--- src/rtl/uart_rx_fifo.sv ---
// uart_rx_fifo: 8N1 serial receiver with a show-ahead byte FIFO.
// The rx line is oversampled at OVERSAMPLE x baud. Recovered bytes are pushed
// into a 2**FIFO_AW deep FIFO that the CPU pops through rd_en.
// Ports:
//   clk        system clock, all logic on posedge
//   rst        asynchronous active-low reset
//   rx         asynchronous serial input, idle high
//   rd_en      pop request, ignored when empty
//   rd_data    FIFO head byte, valid while empty=0
//   empty      FIFO holds no bytes
//   full       FIFO holds 2**FIFO_AW bytes
//   overrun    sticky: a byte was dropped because the FIFO was full
//   frame_err  sticky: a stop bit was sampled low
module uart_rx_fifo #(
  parameter int SYS_CLK_FREQ = 100000000,
  parameter int BAUD_RATE    = 115200,
  parameter int OVERSAMPLE   = 16,
  parameter int FIFO_AW      = 3
) (
  input  logic       clk,
  input  logic       rst,
  input  logic       rx,
  input  logic       rd_en,
  output logic [7:0] rd_data,
  output logic       empty,
  output logic       full,
  output logic       overrun,
  output logic       frame_err
);

  localparam int DIV_RAW = SYS_CLK_FREQ / (BAUD_RATE * OVERSAMPLE);
  localparam int DIV     = (DIV_RAW < 1) ? 1 : DIV_RAW;
  localparam int DW      = (DIV > 1) ? $clog2(DIV) : 1;
  localparam int SW      = $clog2(OVERSAMPLE);
  localparam int DEPTH   = 2 ** FIFO_AW;

  // Extra BREAK state holds off start detection after a framing error until
  // the line has returned high.
  typedef enum logic [2:0] {IDLE, START, DATA, STOP, BREAK} state_t;

  state_t          state, state_n;
  logic [DW-1:0]   div_cnt;
  logic            tick;
  logic            rx_m, rx_s;
  logic [SW-1:0]   scnt, scnt_n;
  logic [2:0]      bcnt, bcnt_n;
  logic [7:0]      shreg, shreg_n;
  logic            push_n, push_v, ferr_set;

  logic [FIFO_AW:0]   wptr, rptr, rptr_n;
  logic [7:0]         mem [DEPTH];
  logic               do_pop, do_push;

  // Free-running tick divider.
  assign tick = (div_cnt == DW'(DIV - 1));

  always_ff @(posedge clk or negedge rst) begin
    if (!rst) begin
      div_cnt <= '0;
    end else if (tick) begin
      div_cnt <= '0;
    end else begin
      div_cnt <= div_cnt + 1'b1;
    end
  end

  // Two-flop synchronizer, reset to idle level.
  always_ff @(posedge clk or negedge rst) begin
    if (!rst) begin
      rx_m <= 1'b1;
      rx_s <= 1'b1;
    end else begin
      rx_m <= rx;
      rx_s <= rx_m;
    end
  end

  always_ff @(posedge clk or negedge rst) begin
    if (!rst) begin
      state  <= IDLE;
      scnt   <= '0;
      bcnt   <= '0;
      shreg  <= '0;
      push_v <= 1'b0;
    end else begin
      state  <= state_n;
      scnt   <= scnt_n;
      bcnt   <= bcnt_n;
      shreg  <= shreg_n;
      push_v <= push_n;
    end
  end

  always_comb begin
    state_n  = state;
    scnt_n   = scnt;
    bcnt_n   = bcnt;
    shreg_n  = shreg;
    push_n   = 1'b0;
    ferr_set = 1'b0;
    if (tick) begin
      case (state)
        IDLE: begin
          if (!rx_s) begin
            state_n = START;
            scnt_n  = '0;
          end
        end
        START: begin
          if (scnt == SW'(OVERSAMPLE / 2 - 1)) begin
            if (!rx_s) begin
              state_n = DATA;
              scnt_n  = '0;
              bcnt_n  = '0;
            end else begin
              state_n = IDLE;
            end
          end else begin
            scnt_n = scnt + 1'b1;
          end
        end
        DATA: begin
          if (scnt == SW'(OVERSAMPLE - 1)) begin
            shreg_n = {rx_s, shreg[7:1]};
            scnt_n  = '0;
            if (bcnt == 3'd7) begin
              state_n = STOP;
            end else begin
              bcnt_n = bcnt + 1'b1;
            end
          end else begin
            scnt_n = scnt + 1'b1;
          end
        end
        STOP: begin
          if (scnt == SW'(OVERSAMPLE - 1)) begin
            scnt_n = '0;
            if (rx_s) begin
              push_n  = 1'b1;
              state_n = IDLE;
            end else begin
              ferr_set = 1'b1;
              state_n  = BREAK;
            end
          end else begin
            scnt_n = scnt + 1'b1;
          end
        end
        BREAK: begin
          if (rx_s) begin
            state_n = IDLE;
          end
        end
        default: state_n = IDLE;
      endcase
    end
  end

  // FIFO: pointer MSB separates full from empty.
  assign empty   = (wptr == rptr);
  assign full    = (wptr[FIFO_AW] != rptr[FIFO_AW]) &&
                   (wptr[FIFO_AW-1:0] == rptr[FIFO_AW-1:0]);
  assign do_pop  = rd_en & ~empty;
  assign do_push = push_v & (~full | do_pop);
  assign rptr_n  = do_pop ? rptr + 1'b1 : rptr;

  always_ff @(posedge clk) begin
    if (do_push) begin
      mem[wptr[FIFO_AW-1:0]] <= shreg;
    end
  end

  // rd_data tracks the post-update head; a byte written into the slot that
  // becomes the head this cycle is forwarded directly.
  always_ff @(posedge clk or negedge rst) begin
    if (!rst) begin
      wptr      <= '0;
      rptr      <= '0;
      rd_data   <= '0;
      overrun   <= 1'b0;
      frame_err <= 1'b0;
    end else begin
      if (do_push) begin
        wptr <= wptr + 1'b1;
      end
      rptr <= rptr_n;
      if (do_push || do_pop) begin
        if (do_push && (wptr[FIFO_AW-1:0] == rptr_n[FIFO_AW-1:0])) begin
          rd_data <= shreg;
        end else begin
          rd_data <= mem[rptr_n[FIFO_AW-1:0]];
        end
      end
      if (push_v && full && !do_pop) begin
        overrun <= 1'b1;
      end
      if (ferr_set) begin
        frame_err <= 1'b1;
      end
    end
  end

endmodule

--- config.mk ---
export PLATFORM = sky130hd
export DESIGN_NAME = uart_rx_fifo
export DESIGN_NICKNAME = d
export VERILOG_FILES = /design/src/rtl/uart_rx_fifo.sv
export SDC_FILE = /design/constraint.sdc
export NUM_CORES = 1
export LEC_CHECK = 0
export CORE_ASPECT_RATIO = 0.75
export CORE_MARGIN = 4
export CORE_UTILIZATION = 55
export DETAILED_ROUTE_END_ITERATION = 7
export PLACE_DENSITY = 0.81
export SKIP_LAST_GASP = 1
export SLEW_MARGIN = 20
export SYNTH_ARGS = -nofsm -noshare
export SYNTH_HDL_FRONTEND = slang
export SYNTH_SLANG_ARGS = --single-unit
--- constraint.sdc ---
create_clock -name clk -period 2.3 [get_ports clk]
set_input_delay 0.345 -clock clk [delete_from_list [all_inputs] [get_ports clk]]
set_output_delay 0.345 -clock clk [all_outputs]
set_load 0.05 [all_outputs]
* Word-level counts from Yosys, hierarchy flattened *
Memory sizes are Yosys's and may differ from the RTL's. A register that Yosys moved wholly into a read port is not among the register bits.
Index checks and enable logic that the tools add are counted.

cells by class
  add/subtract/negate cells = 5
  equal/unequal tests = 19
  muxes and demuxes = 30
  bitwise logic cells = 5
  reductions and logical operators = 14

operators by type and width
  operator             number
  $mux 3               12
  $ne 2x2->1 const B   8
  $pmux 3 s5           1
  $add 4x1->4 const B  3
  $mux 4               3
  $pmux 4 s3           1
  $mux 1               10
  $reduce_and 7->1     1
  $add 6x1->6 const B  1
  $eq 3x2->1 const B   2
  $eq 3x3->1 const B   2
  $eq 6x6->1 const B   1
  $mux 6               1
  $pmux 3 s2           1
  $reduce_and 6->1     1
  $eq 4x3->1 const B   1
  $eq 4x4->1           1
  $eq 4x4->1 const B   1
  $add 3x1->3 const B  1
  $eq 3x1->1 const B   1
  $eq 3x3->1           1
  $logic_and 1x1->1    3
  $logic_not 3->1      1
  $reduce_and 3->1     1
  11 further kinds     14

storage, ports and cells
  flip-flop bits (word level) = 37
  bits in writable memories = 64
  input bits = 4
  output and inout bits = 12
  word-level logic and storage cells = 87
  memories = 1

memory list
  memory  depth  width  rd ports  clocked after Yosys merged registers in  wr ports  line  source
  mem     8      8      1         1                                        1         51    logic [7:0] mem [DEPTH];

* Longest topological paths before layout *
  word-level depth = 7
  depth in mapped cells = 10
  mapped depth without buffers = 9

* Least setup slack after synthesis *
Ideal clock, no wire load.

  path kind = reg-to-reg
  from = reg rptr[3]
  to = mem mem[0][0], enable pin
  library setup time = 0.395 ns
  arrival = 2.032 ns
  required time = 1.905 ns
  slack = -0.127 ns
  cell stages (with the launch flop) = 5
  path buffers = 0
  clock period less this slack = 2.427 ns
  cells stage by stage = dfrtp_1 xnor2_1 nand4bb_1 o21ai_0 nor4_1

between the ends
  cells in the longest elaborated chain, start to end = 7
  elaborated cells on any way between the ends = 10
  those cells by class = eq/ne: 2; mux: 2; bitwise: 5; reduce/logical: 1

ends and longest elaborated chain
  element                                         line      source
  start, declared                                 50        logic [FIFO_AW:0] wptr, rptr, rptr_n;
  start signal, assigned                          186       rptr <= rptr_n;
  $eq 4x4->1 or $ne 1x1->1 (tied branches)        160, 161
  $not 1->1 or $logic_and 1x1->1 (tied branches)  163, 161
  $and 1x1->1 or $not 1->1 (tied branches)        163, 164
  $or 1x1->1 (*)                                  164       assign do_push = push_v & (~full | do_pop);
  $and 1x1->1 (*)                                 164
  $mux 1 (*)                                      168       if (do_push) begin
  $mux 1 (not written as such) (*)                169       mem[wptr[FIFO_AW-1:0]] <= shreg;
  end, declared                                   51

Mark *: on every way between the ends. The rest lies on a longest branch, timed or not.

* Worst setup path after layout *
  from = reg rptr[0]
  to = reg rd_data[4], read port of mem

between the ends
  cells in the longest elaborated chain, start to end = 6
  elaborated cells on any way between the ends = 11
  those cells by class = add/sub: 1; eq/ne: 2; mux: 1; bitwise: 5; reduce/logical: 2

ends and longest elaborated chain
  element                                         line      source
  $eq 4x4->1 or $eq 3x3->1 (tied branches)        160, 162
  $not 1->1 or $logic_and 1x1->1 (tied branches)  163, 161
  $and 1x1->1 or $not 1->1 (tied branches)        163, 164
  $or 1x1->1                                      164
  $and 1x1->1                                     164
  $logic_or 1x1->1                                187       if (do_push || do_pop) begin
  end, declared                                   24        output logic [7:0] rd_data,

Several ways; a longest one is shown, not always the timed one.
A chain may end at the register's enable or synchronous reset.

==> summary.md <==
| Metric | Value |
|---|---|
| Die W | `117.9 um` |
| Ports | `16` |
| Fraction of registers with async set/reset | `41.28%` |
| Clk Latency, worst-skew pair | `0.36 ns` |
| Largest cells by area after synthesis | `edfxtp_1 39%, dfrtp_1 22%, nor2_1 3.1%` |
| Fraction of layout cells with a size suffix above 1 | `24.12%` |
| Vias in the first global route | `3454` |
| WS Path Type | `reg2reg` |
| Synthesized flop and latch total | `109` |
| Placed instance count | `538` |
| Routed WL per cell | `20.93 um` |
| Layout Cells excl Fill | `560` |
| Post-route setup slack | `0.01411 ns` |
| Die area | `10670 um^2` |
| Syn_area_per_cell | `12.46 um^2` |
| Routed wl met2 | `5.492 mm` |
| Drt via density | `6.398` |
| Top-area cell type share of the netlist area | `38.55%` |
| CP peak stage delay | `0.47 ns` |
| Metal1 wirelength | `5.034 mm` |
| Cell Pwr Density | `1166 nW/um^2` |
| Delay-heaviest family, CP | `compound AO/OA/AOI/OAI gates` |
| DR top layer | `met4` |
| RSZ-0062 raised after global routing | `yes` |
| Syn nets | `411` |
| Remaining DRCs | `0` |
| Via Count | `3583` |
| Req. time, crit path | `2.54 ns` |
| Cell area after synthesis | `4985 um^2` |
| Largest net degree at the start of global routing | `31` |
| Area grow syn2layout | `20.61%` |
| Synth Warn # | `0` |
| ANT cells | `0` |
| GR Overflow Total | `0` |
| Fmax | `437.5 MHz` |
| Slew margin rel. | `55.41%` |
| Initial antenna violation count | `0` |
| CTS max path bufs | `2` |
| Routed length on met3 | `1.023 mm` |
| CTS tree | `yes` |
| Worst-path cell chain | `ha_1, a2111oi_2, a221o_2, o2111ai_4, nor2_1, nor2_1, a22o_1` |
| Core area | `8636 um^2` |
| Peak supply drop | `0.8134 mV` |
| Post-Syn Instances | `400` |
| Setup WS pre-CTS | `-0.1735 ns` |
| Post-layout min period | `2.286 ns` |
| Chip Height | `90.45 um` |
| GRT Overall Usage | `22.25%` |
| Most area-hungry cell type in the Yosys netlist | `edfxtp_1` |
| Worst clock skew | `0.009780 ns` |
| Crit path buffers/inverters | `0` |
| Dpl hpwl | `7.639 mm` |
| Crit Path Max Fanout | `8` |
| Site Rows | `29` |
| Most common flop cell mapped by yosys | `edfxtp_1` |
| Leakage | `2.473 nW` |
| Final Hold Fails | `0` |
| Initial Util | `57.72%` |
| Cell mode on critical path | `nor2_1` |
| DRT antenna net count | `0` |
| H-tree levels | `3` |
| Worst hold path class | `in2async` |
| Worst-Margin Slew | `0.6689 ns` |
| Sink Count | `109` |
| Post-synth EDFFs | `64` |
| Period utilization | `99.39%` |
| Post-synth top cells | `64 x edfxtp_1, 43 x dfrtp_1, 41 x nor2_1` |
| Top-count cell post-synth | `edfxtp_1` |
| Max cap viols | `0` |
| Final Slew Violations | `0` |
| DRT Wirelength | `11.72 mm` |
| Outcome | `finished clean` |
| Startpoint types | `flop` |
| CP arrival | `2.53 ns` |
| Area of the multi-input gates | `1942 um^2` |
| Fillers | `596` |
| DR pass1 iterations | `5` |
| Reg clk slew, reported paths | `0.07 ns` |
| Clk root buf | `clkbuf_16` |
| Sequential area share after synthesis | `61.19%` |
| Setup crit end kind | `flop` |
| First-pass GRT wire length | `18.56 mm` |
| Number of port buffers | `15` |
| Reg area | `3052 um^2` |
| Layout Nets | `458` |
| Cts hold-fix bufs | `0` |
| Final setup violation count | `0` |
| Gpl congestion | `0.8843` |
| CTS buffer count | `9` |
| Violation count after the first detailed-route iteration | `341` |
| Yosys cell types | `51` |
| Worst path slowest cell | `dfrtp_2` |
-- kinds of logic after synthesis --
group,count (synthesis),synth area share (%)
simple gates,118,11.09
flops,109,61.19
compound gates,102,15.04
buf+inv,30,3.087
xor+xnor,17,3.715
mux,17,4.117
fa+ha+maj,7,1.757
-- per-stage QoR --
stage | power (mW) | hold slack [ns] | instance area (um^2) | TNS [ns] | util [%]
global placement | 4.779 | 0.3459 | 5465 | -0.6409 | 63.29
finish | 7.012 | 0.01745 | 6012 | 0 | 69.62
floorplan | 4.071 | 0.04941 | 4997 | 0 | -
CTS | 6.690 | 0.03341 | 5834 | -0.05057 | 67.56
detailed placement | 4.903 | 0.3584 | 5465 | -1.141 | 63.29
global route | 7.336 | 0.06155 | 6012 | -0.7554 | 69.62
-- where the power goes --
group          leakage [nW]  switching (mW)  internal (mW)
registers              1.33           0.103           2.16
clock network         0.166           0.741          0.982
logic                 0.976            1.73           1.29
-- registers in the layout, indices dropped and copies added, names as in the netlist, 3 cells and up --
| register | flops |
|---|---|
| wptr | 4 |
| rd_data | 8 |
| rptr | 4 |
| mem | 64 |
| div_cnt | 6 |
| state | 3 |
| shreg | 8 |
| bcnt | 3 |
| scnt | 4 |
-- metal layers --
metal / GRT usage (%) / up-vias
met5: 0 / -
li1: - / 1625
met2: 33.96 / 184
met3: 6.825 / 21
met1: 31.83 / 1753
met4: 4.488 / 0
-- cell type report --
class,count,area share (%)
timing repair inverter,1,0.1249
inverter,11,0.6868
clock buffer,9,3.746
clock inverter,7,1.935
tap,108,2.248
timing repair buffer,53,8.200
multi-input combinational,262,32.30
sequential,109,50.76
-- worst reg2reg max path, delay by kind of cell, from the launching register on --
kind | cells | cell delay, ns
flops | 1 | 0.47
simple gates | 2 | 0.23
fa+ha+maj | 1 | 0.36
compound gates | 4 | 1.11
-- cells in the final DEF (no fill, tap or decap), types with 5 or more instances in the layout --
cell and count:
o211ai_1 16, o21ai_0 16, mux2_2 12, inv_1 10, o22ai_1 18, o221ai_1 7, edfxtp_1 64, nor2_1 40
o21ai_1 5, a22o_1 8, ha_1 7, xor2_1 6, clkdlybuf4s50_1 12, or3_1 7, xnor2_1 6, buf_4 35
nand3_1 9, clkbuf_16 10, dfrtp_1 42, a21oi_1 6, nand2_1 19, nor3_1 21
-- repair_timing --
action | in CTS | in global routing
pin swaps | 0 | 16
buffers inserted | 0 | 3
endpoints found under the setup margin | 7 | 8
cloned | 1 | 2
resized for setup | 4 | 26
-- final timing paths --
check	slack, ns	from	end	cells after the start
min	0.02	rst	state[1]	1
max reg2reg	0.01	rptr[0]	rd_data[4]	7
max in group asynchronous	1.63	rst	rx_m	2
max	0.01	rptr[0]	rd_data[4]	7
min in group clk	0.37	rx_m	rx_s	0
min reg2reg	0.37	rx_m	rx_s	0
No activity file was read; power rests on OpenSTA's default activity.
